[src/rtl/uart_cmd_pkg.sv]
// uart_cmd_pkg: frame constants and FSM state encoding shared by the UART command parser
package uart_cmd_pkg;
    localparam logic [7:0] SOF    = 8'hA5;
    localparam logic [7:0] CMD_WR = 8'h57;
    localparam logic [7:0] CMD_RD = 8'h52;
    localparam logic [7:0] ACK    = 8'h06;
    localparam logic [7:0] NAK    = 8'h15;
    typedef enum logic [2:0] {
        ST_IDLE, ST_CMD, ST_ADDR, ST_DATA, ST_CHK, ST_EXEC, ST_RESP0, ST_RESP1
    } state_t;
endpackage

[src/rtl/cmd_timer.sv]
// cmd_timer: inter-byte timeout counter; idles at zero when disabled and flags TO_LIMIT-1
module cmd_timer #(
    parameter int TO_LIMIT = 1_000_000
) (
    input  logic clk_100MHz,
    input  logic reset,
    input  logic clear,
    input  logic enable,
    output logic expired
);
    localparam int W = $clog2(TO_LIMIT + 1);
    localparam logic [W-1:0] LAST = W'(TO_LIMIT - 1);
    logic [W-1:0] cnt;
    always_ff @(posedge clk_100MHz or posedge reset)
        if (reset) cnt <= '0;
        else if (clear || !enable) cnt <= '0;
        else if (!expired) cnt <= cnt + W'(1);
    assign expired = enable && cnt == LAST;
endmodule

[src/rtl/uart_cmd_parser.sv]
// uart_cmd_parser: parses 5-byte register read/write frames from an Rx FIFO and answers on a Tx FIFO
module uart_cmd_parser
    import uart_cmd_pkg::*;
#(
    parameter int DBITS    = 8,
    parameter int REG_AW   = 4,
    parameter int TO_LIMIT = 1_000_000
) (
    input  logic              clk_100MHz,
    input  logic              reset,
    input  logic              rx_empty,
    input  logic [DBITS-1:0]  read_data,
    output logic              read_uart,
    input  logic              tx_full,
    output logic              write_uart,
    output logic [DBITS-1:0]  write_data,
    output logic              reg_we,
    output logic [REG_AW-1:0] reg_addr,
    output logic [DBITS-1:0]  reg_wdata,
    input  logic [DBITS-1:0]  reg_rdata,
    output logic [7:0]        err_count,
    output logic              busy
);
    state_t state, state_nx;
    logic [DBITS-1:0] cmd_q, addr_q, data_q, chk_q, rd_q;
    logic rd_pend, in_frame, pop, push, timeout, expired, valid;
    assign in_frame   = state inside {ST_CMD, ST_ADDR, ST_DATA, ST_CHK};
    assign pop        = !reset && !rx_empty && (state == ST_IDLE || in_frame);
    // a byte arriving in the expiry cycle still counts, so pops win over timeout
    assign timeout    = in_frame && expired && rx_empty;
    assign push       = !tx_full && (state == ST_RESP0 || state == ST_RESP1);
    assign valid      = chk_q == (cmd_q ^ addr_q ^ data_q) && (cmd_q == CMD_WR || cmd_q == CMD_RD)
                        && (addr_q >> REG_AW) == '0;
    assign read_uart  = pop;
    assign write_uart = push;
    assign reg_we     = state == ST_EXEC && valid && cmd_q == CMD_WR;
    assign reg_addr   = addr_q[REG_AW-1:0];
    assign reg_wdata  = data_q;
    assign busy       = state != ST_IDLE;
    cmd_timer #(.TO_LIMIT(TO_LIMIT)) u_timer (
        .clk_100MHz(clk_100MHz),
        .reset(reset),
        .clear(pop),
        .enable(in_frame),
        .expired(expired)
    );
    always_comb begin
        state_nx = state;
        case (state)
            ST_IDLE:  state_nx = (pop && read_data == SOF) ? ST_CMD : ST_IDLE;
            ST_CMD:   state_nx = pop ? ST_ADDR : (timeout ? ST_IDLE : ST_CMD);
            ST_ADDR:  state_nx = pop ? ST_DATA : (timeout ? ST_IDLE : ST_ADDR);
            ST_DATA:  state_nx = pop ? ST_CHK : (timeout ? ST_IDLE : ST_DATA);
            ST_CHK:   state_nx = pop ? ST_EXEC : (timeout ? ST_IDLE : ST_CHK);
            ST_EXEC:  state_nx = ST_RESP0;
            ST_RESP0: state_nx = push ? (rd_pend ? ST_RESP1 : ST_IDLE) : ST_RESP0;
            ST_RESP1: state_nx = push ? ST_IDLE : ST_RESP1;
            default:  state_nx = ST_IDLE;
        endcase
    end
    always_ff @(posedge clk_100MHz or posedge reset) begin
        if (reset) begin
            state      <= ST_IDLE;
            cmd_q      <= '0;
            addr_q     <= '0;
            data_q     <= '0;
            chk_q      <= '0;
            rd_q       <= '0;
            rd_pend    <= 1'b0;
            write_data <= '0;
            err_count  <= '0;
        end else begin
            state <= state_nx;
            if (pop && state == ST_CMD) cmd_q <= read_data;
            if (pop && state == ST_ADDR) addr_q <= read_data;
            if (pop && state == ST_DATA) data_q <= read_data;
            if (pop && state == ST_CHK) chk_q <= read_data;
            if (state == ST_EXEC) begin
                write_data <= valid ? ACK : NAK;
                rd_pend    <= valid && cmd_q == CMD_RD;
                if (valid && cmd_q == CMD_RD) rd_q <= reg_rdata;
            end
            if (push && state == ST_RESP0 && rd_pend) write_data <= rd_q;
            if (((state == ST_EXEC && !valid) || timeout) && err_count != 8'hFF)
                err_count <= err_count + 8'd1;
        end
    end
endmodule

[config.mk]
export PLATFORM = sky130hd
export DESIGN_NAME = uart_cmd_parser
export DESIGN_NICKNAME = d
export VERILOG_FILES = /design/src/rtl/uart_cmd_pkg.sv /design/src/rtl/cmd_timer.sv /design/src/rtl/uart_cmd_parser.sv
export SDC_FILE = /design/constraint.sdc
export NUM_CORES = 1
export LEC_CHECK = 0
export BUFFER_PORTS_ARGS = -buffer_cell sky130_fd_sc_hd__buf_4
export CAP_MARGIN = 20
export CORE_MARGIN = 1.5
export CORE_UTILIZATION = 50
export DETAILED_ROUTE_END_ITERATION = 16
export PLACE_DENSITY_LB_ADDON = 0.1
export SLEW_MARGIN = 25
export SYNTH_ARGS = -nofsm -noshare
export SYNTH_HDL_FRONTEND = slang
export SYNTH_HIERARCHICAL = 1
export SYNTH_SLANG_ARGS = --single-unit
[constraint.sdc]
create_clock -name clk_100MHz -period 3.1 [get_ports clk_100MHz]
set_input_delay 0.31 -clock clk_100MHz [delete_from_list [all_inputs] [get_ports clk_100MHz]]
set_output_delay 0.31 -clock clk_100MHz [all_outputs]
set_load 0.005 [all_outputs]
* Word-level counts from Yosys, hierarchy flattened
Cells that the tools add are included.
Widths: inputs -> output; s select.
** Operators by class
- Add/subtract/negate cells :: 2
- Mux-type cells :: 18
- Reduce and logical (&&, ||, !) cells :: 36
- Eq/ne operators :: 14
- Bitwise logic cells :: 2
** Operators with widths (count)
- $mux 20 :: 2
- $pmux 3 s8 :: 1
- $add 20x1->20 const B :: 1
- $eq 20x20->1 const B :: 1
- $logic_and 1x1->1 :: 20
- $mux 3 :: 6
- $eq 8x7->1 const B :: 2
- $mux 8 :: 2
- $xor 8x8->8 :: 2
- $eq 3x3->1 const B :: 4
- $add 8x1->8 const B :: 1
- $eq 8x8->1 :: 1
- $eq 8x8->1 const B :: 1
- $logic_not 8->1 :: 1
- $mux 2 :: 4
- $ne 8x8->1 const B :: 1
- $eq 3x2->1 const B :: 2
- $logic_not 1->1 :: 5
- $logic_or 1x1->1 :: 5
- $mux 5 :: 1
- $reduce_bool 4->1 :: 1
- $eq 3x1->1 const B :: 1
- $logic_not 3->1 :: 1
- $reduce_bool 3->1 :: 1
- other kinds (4) :: 5
** Storage, ports and cells
- Register bits :: 80
- Word-level logic and storage cells :: 82
- Output and inout bits :: 32
- Input bits :: 20

* Logic depth before layout (Yosys ltp)
Gate-level depths: netlist (run 1).
- Word-level depth :: 9
- Depth in mapped cells :: 12
- Mapped depth without buffers :: 11

* Modules after synthesis
Netlist (run 1), hierarchy kept.
** By module, submodules not included
- uart_cmd_parser :: area an instance 2851.5 um^2, seq. area each 1501.4 um^2, instances 1, cells an instance 236
- cmd_timer :: area an instance 1066.0 um^2, seq. area each 500.5 um^2, instances 1, cells an instance 115

* Least setup slack after synthesis (run 1)
Ideal clock, no wire load.
- Path type :: flip-flop to flip-flop
- Start :: register state[1]
- End :: register err_count[1]
- Setup time :: 125 ps
- Cell stages (with the launch flop) :: 13
- Period minus slack after synthesis :: 2784 ps
- Arrival time :: 2659 ps
- Path buffers :: 1
- Slack :: 316 ps
- Data required time :: 2975 ps
- Path through :: dfrtp_1 > clkbuf_1 > nor2_1 > nor2b_1 > nor2_1 > nor4bb_1 > and4_1 > nand2_1 > inv_1 > nand2_1 > nor3_1 > o21ai_0 > mux2_2
** Between the ends
- Cells in the longest elaborated chain, start to end :: 7
- Elaborated cells on any way between the ends :: 12
- Those cells by class :: 5 x eq/ne; 7 x reduce/logical
** Ends and longest elaborated chain
- start: declaration :: line uart_cmd_parser.sv:24 : state_t state, state_nx;
- start signal: assignment :: line uart_cmd_parser.sv:73 : state <= state_nx;
- $eq 3x1->1 (tied with other cells) :: line uart_cmd_parser.sv:27 : assign in_frame = state inside {ST_CMD, ST_ADDR, ST_DATA, ST_CHK};
- $reduce_bool 4->1 * :: line uart_cmd_parser.sv:27
- net in_frame :: line uart_cmd_parser.sv:26 : logic rd_pend, in_frame, pop, push, timeout, expired, valid;
- $logic_and 1x1->1 * :: line cmd_timer.sv:18 : assign expired = enable && cnt == LAST;
- net expired :: line uart_cmd_parser.sv:26
- $logic_and 1x1->1 * (2 in series) :: line uart_cmd_parser.sv:30 : assign timeout = in_frame && expired && rx_empty;
- $logic_or 1x1->1 * :: line uart_cmd_parser.sv:84 : if (((state == ST_EXEC && !valid) || timeout) && err_count != 8'hFF)
- $logic_and 1x1->1 * :: line uart_cmd_parser.sv:84
- end signal: assignment :: line uart_cmd_parser.sv:85 : err_count <= err_count + 8'd1;
- end: declaration :: line uart_cmd_parser.sv:21 : output logic [7:0] err_count,
The timed path passes the listed nets; every way through them passes the cells marked *.
A chain may end at the register's enable or synchronous reset.

* Worst setup path in the final report (run 1)
Ends and elaborated chain as after synthesis.

==> results of run 1 <==
[state kept, by name (all words and copies together) (netlist names)]
| name | flops |
|---|---|
| addr_q | 8 |
| rd_pend | 1 |
| write_data | 8 |
| err_count | 8 |
| chk_q | 8 |
| cmd_q | 8 |
| rd_q | 8 |
| state | 3 |
| u_timer/cnt | 20 |
| reg_wdata | 8 |
[final cells by class]
| cell class | instances | area, µm² | share of cell area, % |
|---|---|---|---|
| Timing Repair Buffer | 56 | 420 | 9.16 |
| Clock buffer | 9 | 124 | 2.70 |
| Sequential cell | 80 | 2000 | 43.6 |
| Clock inverter | 5 | 58.8 | 1.28 |
| Tap cell | 102 | 128 | 2.78 |
| Inverter | 7 | 26.3 | 0.573 |
| Multi-Input combinational cell | 252 | 1830 | 39.9 |
[worst reg2reg max path, delay by kind of cell, from the launching register on]
family / cells / cell delay, ns
mux: 1 / 0.34
buf+inv: 1 / 0.10
flops: 1 / 0.48
simple gates: 8 / 1.56
compound gates: 1 / 0.23
[cells by family after synthesis]
family / count (synthesis)
XOR/XNOR: 37
buffers and inverters: 19
AND/OR/NAND/NOR: 117
multiplexers: 42
flip-flops: 80
adder cells (fa/ha/maj): 2
AO/OA/AOI/OAI: 54
[per-layer routing]
layer / track usage (%) / share of wire, % / wire (µm)
met3: 5.95 / 3.4 / 270
met4: 5.86 / 0.73 / 58
met1: 26.7 / 47 / 3710
met2: 32.6 / 49 / 3910
met5: 0 / 0 / 0
[through the flow]
stage	total power (W)	util, %	cell area [µm²]	setup WS (ns)
final	0.00369	60.0	4590	0.287
after CTS	0.00374	59.9	4580	0.195
after global placement	0.00296	57.6	4400	0.276
after global routing	0.00394	60.0	4590	0.0282
after floorplan	0.00253	-	3920	0.316
after detailed placement	0.00298	57.6	4400	0.198
[cell usage after synthesis (3+ instances only)]
cell	count	share of area (%)
sky130_fd_sc_hd__nor2b_1	7	1.1
sky130_fd_sc_hd__and3_1	9	1.4
sky130_fd_sc_hd__inv_1	7	0.67
sky130_fd_sc_hd__dfrtp_1	80	51
sky130_fd_sc_hd__mux2_2	41	12
sky130_fd_sc_hd__buf_4	5	0.96
sky130_fd_sc_hd__nand2b_1	3	0.48
sky130_fd_sc_hd__xnor2_1	25	5.6
sky130_fd_sc_hd__a21oi_1	14	1.8
sky130_fd_sc_hd__a31oi_1	4	0.64
sky130_fd_sc_hd__nand3_1	15	1.9
sky130_fd_sc_hd__and2_1	4	0.64
sky130_fd_sc_hd__nor3_1	12	1.5
sky130_fd_sc_hd__nand2_1	21	2.0
sky130_fd_sc_hd__o211ai_1	4	0.77
sky130_fd_sc_hd__nand4_1	5	0.80
sky130_fd_sc_hd__nor4bb_1	5	1.3
sky130_fd_sc_hd__nor2_1	15	1.4
sky130_fd_sc_hd__clkbuf_1	7	0.67
sky130_fd_sc_hd__xor2_1	12	2.7
sky130_fd_sc_hd__o21ai_0	21	2.7
sky130_fd_sc_hd__or3_1	8	1.3
[power breakdown]
part | switching [W] | total (W) | internal, W
Sequential | 0.000287 | 0.00162 | 0.00134
Clock | 0.000362 | 0.000727 | 0.000364
Combinational | 0.000595 | 0.00134 | 0.000749
Total | 0.00124 | 0.00369 | 0.00245
[path summary, 6_finish.rpt]
kind	from	to	slack, ns	cells after the start
max in group asynchronous	reset	cmd_q[1]$_DFFE_PP0P_	2.38	3
max	state[1]$_DFF_PP0_	err_count[1]$_DFFE_PP0P_	0.29	11
min reg2reg	rd_q[3]$_DFFE_PP0P_	write_data[3]$_DFFE_PP0P_	0.48	2
min	reset	u_timer/cnt[17]$_DFFE_PP0P_	0.14	2
min in group clk_100MHz	reg_rdata[4]	rd_q[4]$_DFFE_PP0P_	0.20	2
max reg2reg	state[1]$_DFF_PP0_	err_count[1]$_DFFE_PP0P_	0.29	11
==> insert_results.sql, run 1 <==
INSERT INTO impl_metrics (metric_group, metric, value, unit) VALUES
('run_status', 'run_status', 'complete, no violations', ''),
('global_route', 'first_global_vias', '2820', ''),
('timing', 'final_min_period_over_clock_period', '90.7', '%'),
('drt', 'via_per_inst', '5.53', ''),
('global_route', 'global_route.overflow_total', '0', ''),
('pwr', 'areal_power_density_over_the_cells', '805', 'nW/µm²'),
('global_route', 'grt_first_pass_wirelength', '13400', 'µm'),
('global_route', 'antenna_found_initial', '0', ''),
('setup_path', 'critical-path-max-stage-delay', '0.48', 'ns'),
('yosys', 'ys.warnings.count', '6', ''),
('placed_design', 'detailedPlacementHpwl', '5630', 'µm'),
('timing', 'post-route-min-period', '2.81', 'ns'),
('clock_tree', 'clockBufferDepth', '2', ''),
('global_route', 'gr-usage-all-layers', '20.3', '%'),
('placed_design', 'dpl.cell_count', '497', ''),
('timing', 'final_max_slew_viol_count', '0', ''),
('clock_tree', 'clk_transition_reported_paths', '0.08', 'ns'),
('clock_tree', 'cts_resized', '0', ''),
('yosys', 'syn_inst', '351', ''),
('yosys', 'synthesis.nets', '373', ''),
('timing', 'timing.final.hold_violations', '0', ''),
('yosys', 'synth-edff-count', '0', ''),
('placed_design', 'port-buffer-count', '51', ''),
('timing', 'tightestPinTransition', '0.840', 'ns'),
('final_layout', 'layout.cells.non_filler', '511', ''),
('drt', 'dr_total_vias', '2825', ''),
('drt', 'drtIter0Drc', '142', ''),
('timing', 'grt_setup_unrepaired', 'false', ''),
('yosys', 'compound_gate_portion_of_the_synthesized_area', '8.24', '%'),
('setup_path', 'path_max_fanout', '11', ''),
('die', 'die_x', '91.5', 'µm'),
('final_layout', 'layout.cells.most_common', 'sky130_fd_sc_hd__dfrtp_1', ''),
('die', 'floorplan.initialDensity', '51.2', '%'),
('final_layout', 'finish.net_count', '428', ''),
('yosys', 'synth_top_family_by_area', 'simple AND/OR/NAND/NOR gates', ''),
('drt', 'first_pass_iters', '4', ''),
('timing', 'fin_worst_skew', '0.0101', 'ns'),
('clock_tree', 'clock_sink_count', '80', ''),
('setup_path', 'arrival', '3.05', 'ns'),
('yosys', 'syn_area', '3920', 'µm²'),
('yosys', 'xor_xnor_portion_of_the_synthesized_cell_area', '8.27', '%'),
('yosys', 'yosys-mux-area-fraction', '12.0', '%'),
('die', 'die_area', '8380', 'µm²'),
('flow_run', 'max_cap_violation_count', '0', ''),
('setup_path', 'critPathSlowestCell', 'sky130_fd_sc_hd__dfrtp_1', ''),
('global_route', 'pin_count_of_the_biggest_net_entering_global_routing', '61', ''),
('die', 'die-height', '91.5', 'µm'),
('drt', 'drt.antenna.violating_nets', '0', ''),
('timing', 'timing.final.setup_violations', '0', ''),
('setup_path', 'path_delay_family', 'simple AND/OR/NAND/NOR gates', ''),
('final_layout', 'fillCellCount', '667', ''),
('pwr', 'vdd.ir_drop.worst', '0.000532', 'V'),
('setup_path', 'worst_setup_path_start_kind', 'register', ''),
('die', 'core', '7650', 'µm²'),
('clock_tree', 'postCtsSetupBuffers', '0', ''),
('clock_tree', 'cts_root_buffer', 'sky130_fd_sc_hd__clkbuf_8', ''),
('yosys', 'post_synth_fa_ha_maj_area_fraction', '0.639', '%'),
('timing', 'fmaxAchievable', '356', 'MHz'),
('min_path', 'hold_path.class', 'in2async', ''),
('final_layout', 'most-common-layout-cells', 'sky130_fd_sc_hd__dfrtp_1 (80), sky130_fd_sc_hd__buf_4 (56), sky130_fd_sc_hd__mux2_2 (41)', ''),
('final_layout', 'antenna_cells_inserted', '0', ''),
('yosys', 'ys_ff_latch', '80', ''),
('die', 'row_count', '32', ''),
('timing', 'post_route_worst_hold_slack', '0.143', 'ns'),
('timing', 'tns', '0', 'ns'),
('setup_path', 'critical_path.cell_chain', 'nor2_1 > nor2b_1 > nor2_1 > nor4bb_1 > and4_1 > nand2_1 > inv_1 > nand2_1 > nor3_2 > o21ai_0 > mux2_2', ''),
('drt', 'wire_per_inst', '15.5', 'µm'),
('setup_path', 'cp.buffers_inverters', '1', ''),
('yosys', 'asyncSetResetFlopFracSynth', '100', '%'),
('setup_path', 'path_type_of_the_worst_setup_path', 'reg2reg', ''),
('clock_tree', 'clock_insertion_delay_at_the_later_pin_of_the_skew_report', '0.34', 'ns');
Power figures use the tool's default switching activity.
==> run 2: changes to the inputs <==
--- a/config.mk
+++ b/config.mk
@@ -7,8 +7,10 @@
 export LEC_CHECK = 0
 export BUFFER_PORTS_ARGS = -buffer_cell sky130_fd_sc_hd__buf_4
 export CAP_MARGIN = 20
+export CELL_PAD_IN_SITES_DETAIL_PLACEMENT = 2
+export CELL_PAD_IN_SITES_GLOBAL_PLACEMENT = 2
 export CORE_MARGIN = 1.5
-export CORE_UTILIZATION = 50
+export CORE_UTILIZATION = 38
 export DETAILED_ROUTE_END_ITERATION = 16
 export PLACE_DENSITY_LB_ADDON = 0.1
 export SLEW_MARGIN = 25
==> insert_results.sql, run 2 (synthesis gave the netlist of run 1 again) <==
INSERT INTO impl_metrics (metric_group, metric, value, unit) VALUES
('setup_path', 'path_max_fanout', '11', ''),
('setup_path', 'path_delay_family', 'simple AND/OR/NAND/NOR gates', ''),
('setup_path', 'cp.buffers_inverters', '2', ''),
('clock_tree', 'clockBufferDepth', '2', ''),
('final_layout', 'syn2layout_area_growth', '18.7', '%'),
('min_path', 'hold_path.class', 'in2async', ''),
('die', 'floorplan.initialDensity', '39.7', '%'),
('die', 'die-height', '105', 'µm'),
('setup_path', 'regToRegEndpoint', 'err_count[7]$_DFFE_PP0P_', ''),
('clock_tree', 'postCtsSetupBuffers', '0', ''),
('die', 'die_area', '10900', 'µm²'),
('die', 'design.portCount', '52', ''),
('global_route', 'first_global_vias', '3319', ''),
('final_layout', 'largest-register', 'u_timer/cnt', ''),
('timing', 'final_max_slew_viol_count', '0', ''),
('setup_path', 'worst_setup_path_start_kind', 'register', ''),
('drt', 'drcViolationCount', '0', ''),
('placed_design', 'gp_congestion', '0.771', ''),
('setup_path', 'critical_path.reg2reg.startpoint', 'state[1]$_DFF_PP0_', ''),
('timing', 'tightestPinTransition', '0.818', 'ns'),
('timing', 'fin_worst_skew', '0.00669', 'ns'),
('drt', 'drt_wl_total', '10300', 'µm'),
('setup_path', 'critical_path.cell_chain', 'nor2_1 > nor2b_1 > nor2_1 > nor4bb_2 > and4_2 > nand2_1 > inv_1 > nand2_1 > nor3_1 > buf_4 > o2111ai_1 > xnor2_1', ''),
('drt', 'first_pass_iters', '4', ''),
('final_layout', 'largest_register_ff_count', '20', ''),
('final_layout', 'antenna_cells_inserted', '0', ''),
('setup_path', 'critPathSlowestCell', 'sky130_fd_sc_hd__dfrtp_2', ''),
('global_route', 'global_route.overflow_total', '0', ''),
('pwr', 'p_leak', '2.07', 'nW'),
('setup_path', 'critical-path-max-stage-delay', '0.48', 'ns'),
('clock_tree', 'clock_insertion_delay_at_the_later_pin_of_the_skew_report', '0.36', 'ns'),
('global_route', 'antenna_found_initial', '0', ''),
('timing', 'post_route_worst_hold_slack', '0.0985', 'ns'),
('timing', 'timing.final.hold_violations', '0', ''),
('pwr', 'vdd.ir_drop.worst', '0.000410', 'V'),
('clock_tree', 'holdBufCountCts', '0', ''),
('placed_design', 'port-buffer-count', '51', ''),
('clock_tree', 'clk_transition_reported_paths', '0.08', 'ns'),
('pwr', 'areal_power_density_over_the_cells', '819', 'nW/µm²'),
('die', 'row_count', '36', ''),
('die', 'core', '9860', 'µm²'),
('global_route', 'gr-usage-all-layers', '20.5', '%'),
('drt', 'via_per_inst', '5.38', ''),
('timing', 'post-route-min-period', '2.84', 'ns'),
('placed_design', 'detailedPlacementHpwl', '7580', 'µm'),
('setup_path', 'path_type_of_the_worst_setup_path', 'reg2reg', ''),
('timing', 'fmaxAchievable', '352', 'MHz'),
('drt', 'wire_per_inst', '18.8', 'µm'),
('timing', 'final_min_period_over_clock_period', '91.7', '%'),
('timing', 'worst_slew_margin_relative_to_its_limit', '45.4', '%'),
('clock_tree', 'cts_resized', '0', ''),
('drt', 'drtIter0Drc', '114', ''),
('global_route', 'grt_first_pass_wirelength', '17400', 'µm'),
('clock_tree', 'clock_sink_count', '80', ''),
('timing', 'timing.final.setup_violations', '0', ''),
('final_layout', 'most-common-layout-cells', 'sky130_fd_sc_hd__dfrtp_1 (79), sky130_fd_sc_hd__buf_4 (58), sky130_fd_sc_hd__mux2_2 (41)', ''),
('setup_path', 'setup.reg_to_reg.worst_slack', '0.26', 'ns'),
('clock_tree', 'ctsHtreeMaxLevel', '3', ''),
('run_status', 'run_status', 'complete, no violations', ''),
('setup_path', 'crit_required', '3.35', 'ns'),
('setup_path', 'endpoint_kind', 'register', ''),
('flow_run', 'max_cap_violation_count', '0', ''),
('drt', 'dr_total_vias', '2935', ''),
('timing', 'grt_setup_unrepaired', 'false', ''),
('clock_tree', 'cts_root_buffer', 'sky130_fd_sc_hd__clkbuf_8', ''),
('setup_path', 'arrival', '3.09', 'ns'),
('die', 'die_x', '105', 'µm'),
('timing', 'tns', '0', 'ns'),
('clock_tree', 'tritoncts_clock_tree', 'yes', ''),
('setup_path', 'reg2reg_depth', '12', ''),
('final_layout', 'layout-drive-gt1-share', '29.8', '%'),
('final_layout', 'layout.cells.most_common', 'sky130_fd_sc_hd__dfrtp_1', ''),
('drt', 'drt.antenna.violating_nets', '0', ''),
('global_route', 'pin_count_of_the_biggest_net_entering_global_routing', '34', ''),
('clock_tree', 'num_cts_buffers', '9', ''),
('setup_path', 'critPathLaunch', 'state[1]$_DFF_PP0_', ''),
('final_layout', 'finish.net_count', '430', '');
==> run 2: how the worst max path moves through the flow <==
stage                                     to  slack [ns]  cells after the start
floorplan           err_count[1]$_DFFE_PP0P_        0.32                     12
global placement    err_count[7]$_DFFE_PP0P_        0.41                     12
detailed placement  err_count[7]$_DFFE_PP0P_        0.16                     12
CTS                 err_count[7]$_DFFE_PP0P_        0.09                     12
global route        err_count[7]$_DFFE_PP0P_        0.03                     12
finish              err_count[7]$_DFFE_PP0P_        0.26                     12
==> run 2: layout make-up <==
cell class	count	area (µm²)
multi-input cells	252	1830
well taps	133	166
repair buffers	58	435
clock inverters	6	60.1
fillers	1029	5210
flip-flops and latches	80	2000
clock buffers	10	128
inverters	7	26.3
==> run 2: layer usage <==
layer,routed length [µm],up-vias,part of all wire (%),GRT usage [%]
met5,0,-,0,0
met4,171,0,1.7,8.04
met3,199,13,1.9,2.81
met2,5500,34,54,37.1
met1,4400,1516,43,24.5
li1,-,1372,-,-
==> run 2: metrics by stage <==
step	area, µm²	power, W	util, %	instances	setup WS, ns
after global placement	4460	0.00299	45.2	530	0.408
final	4650	0.00381	47.2	546	0.256
after global routing	4650	0.00406	47.2	546	0.0329
after floorplan	3920	0.00253	-	351	0.316
after detailed placement	4460	0.00310	45.2	530	0.160
after CTS	4640	0.00388	47.1	546	0.0912
==> run 2: power by group <==
group / switching (W) / internal, W / leakage (nW)
clock: 0.000386 / 0.000368 / 0.0920
combinational: 0.000639 / 0.000757 / 0.946
sequential: 0.000320 / 0.00134 / 1.03
total: 0.00134 / 0.00246 / 2.07
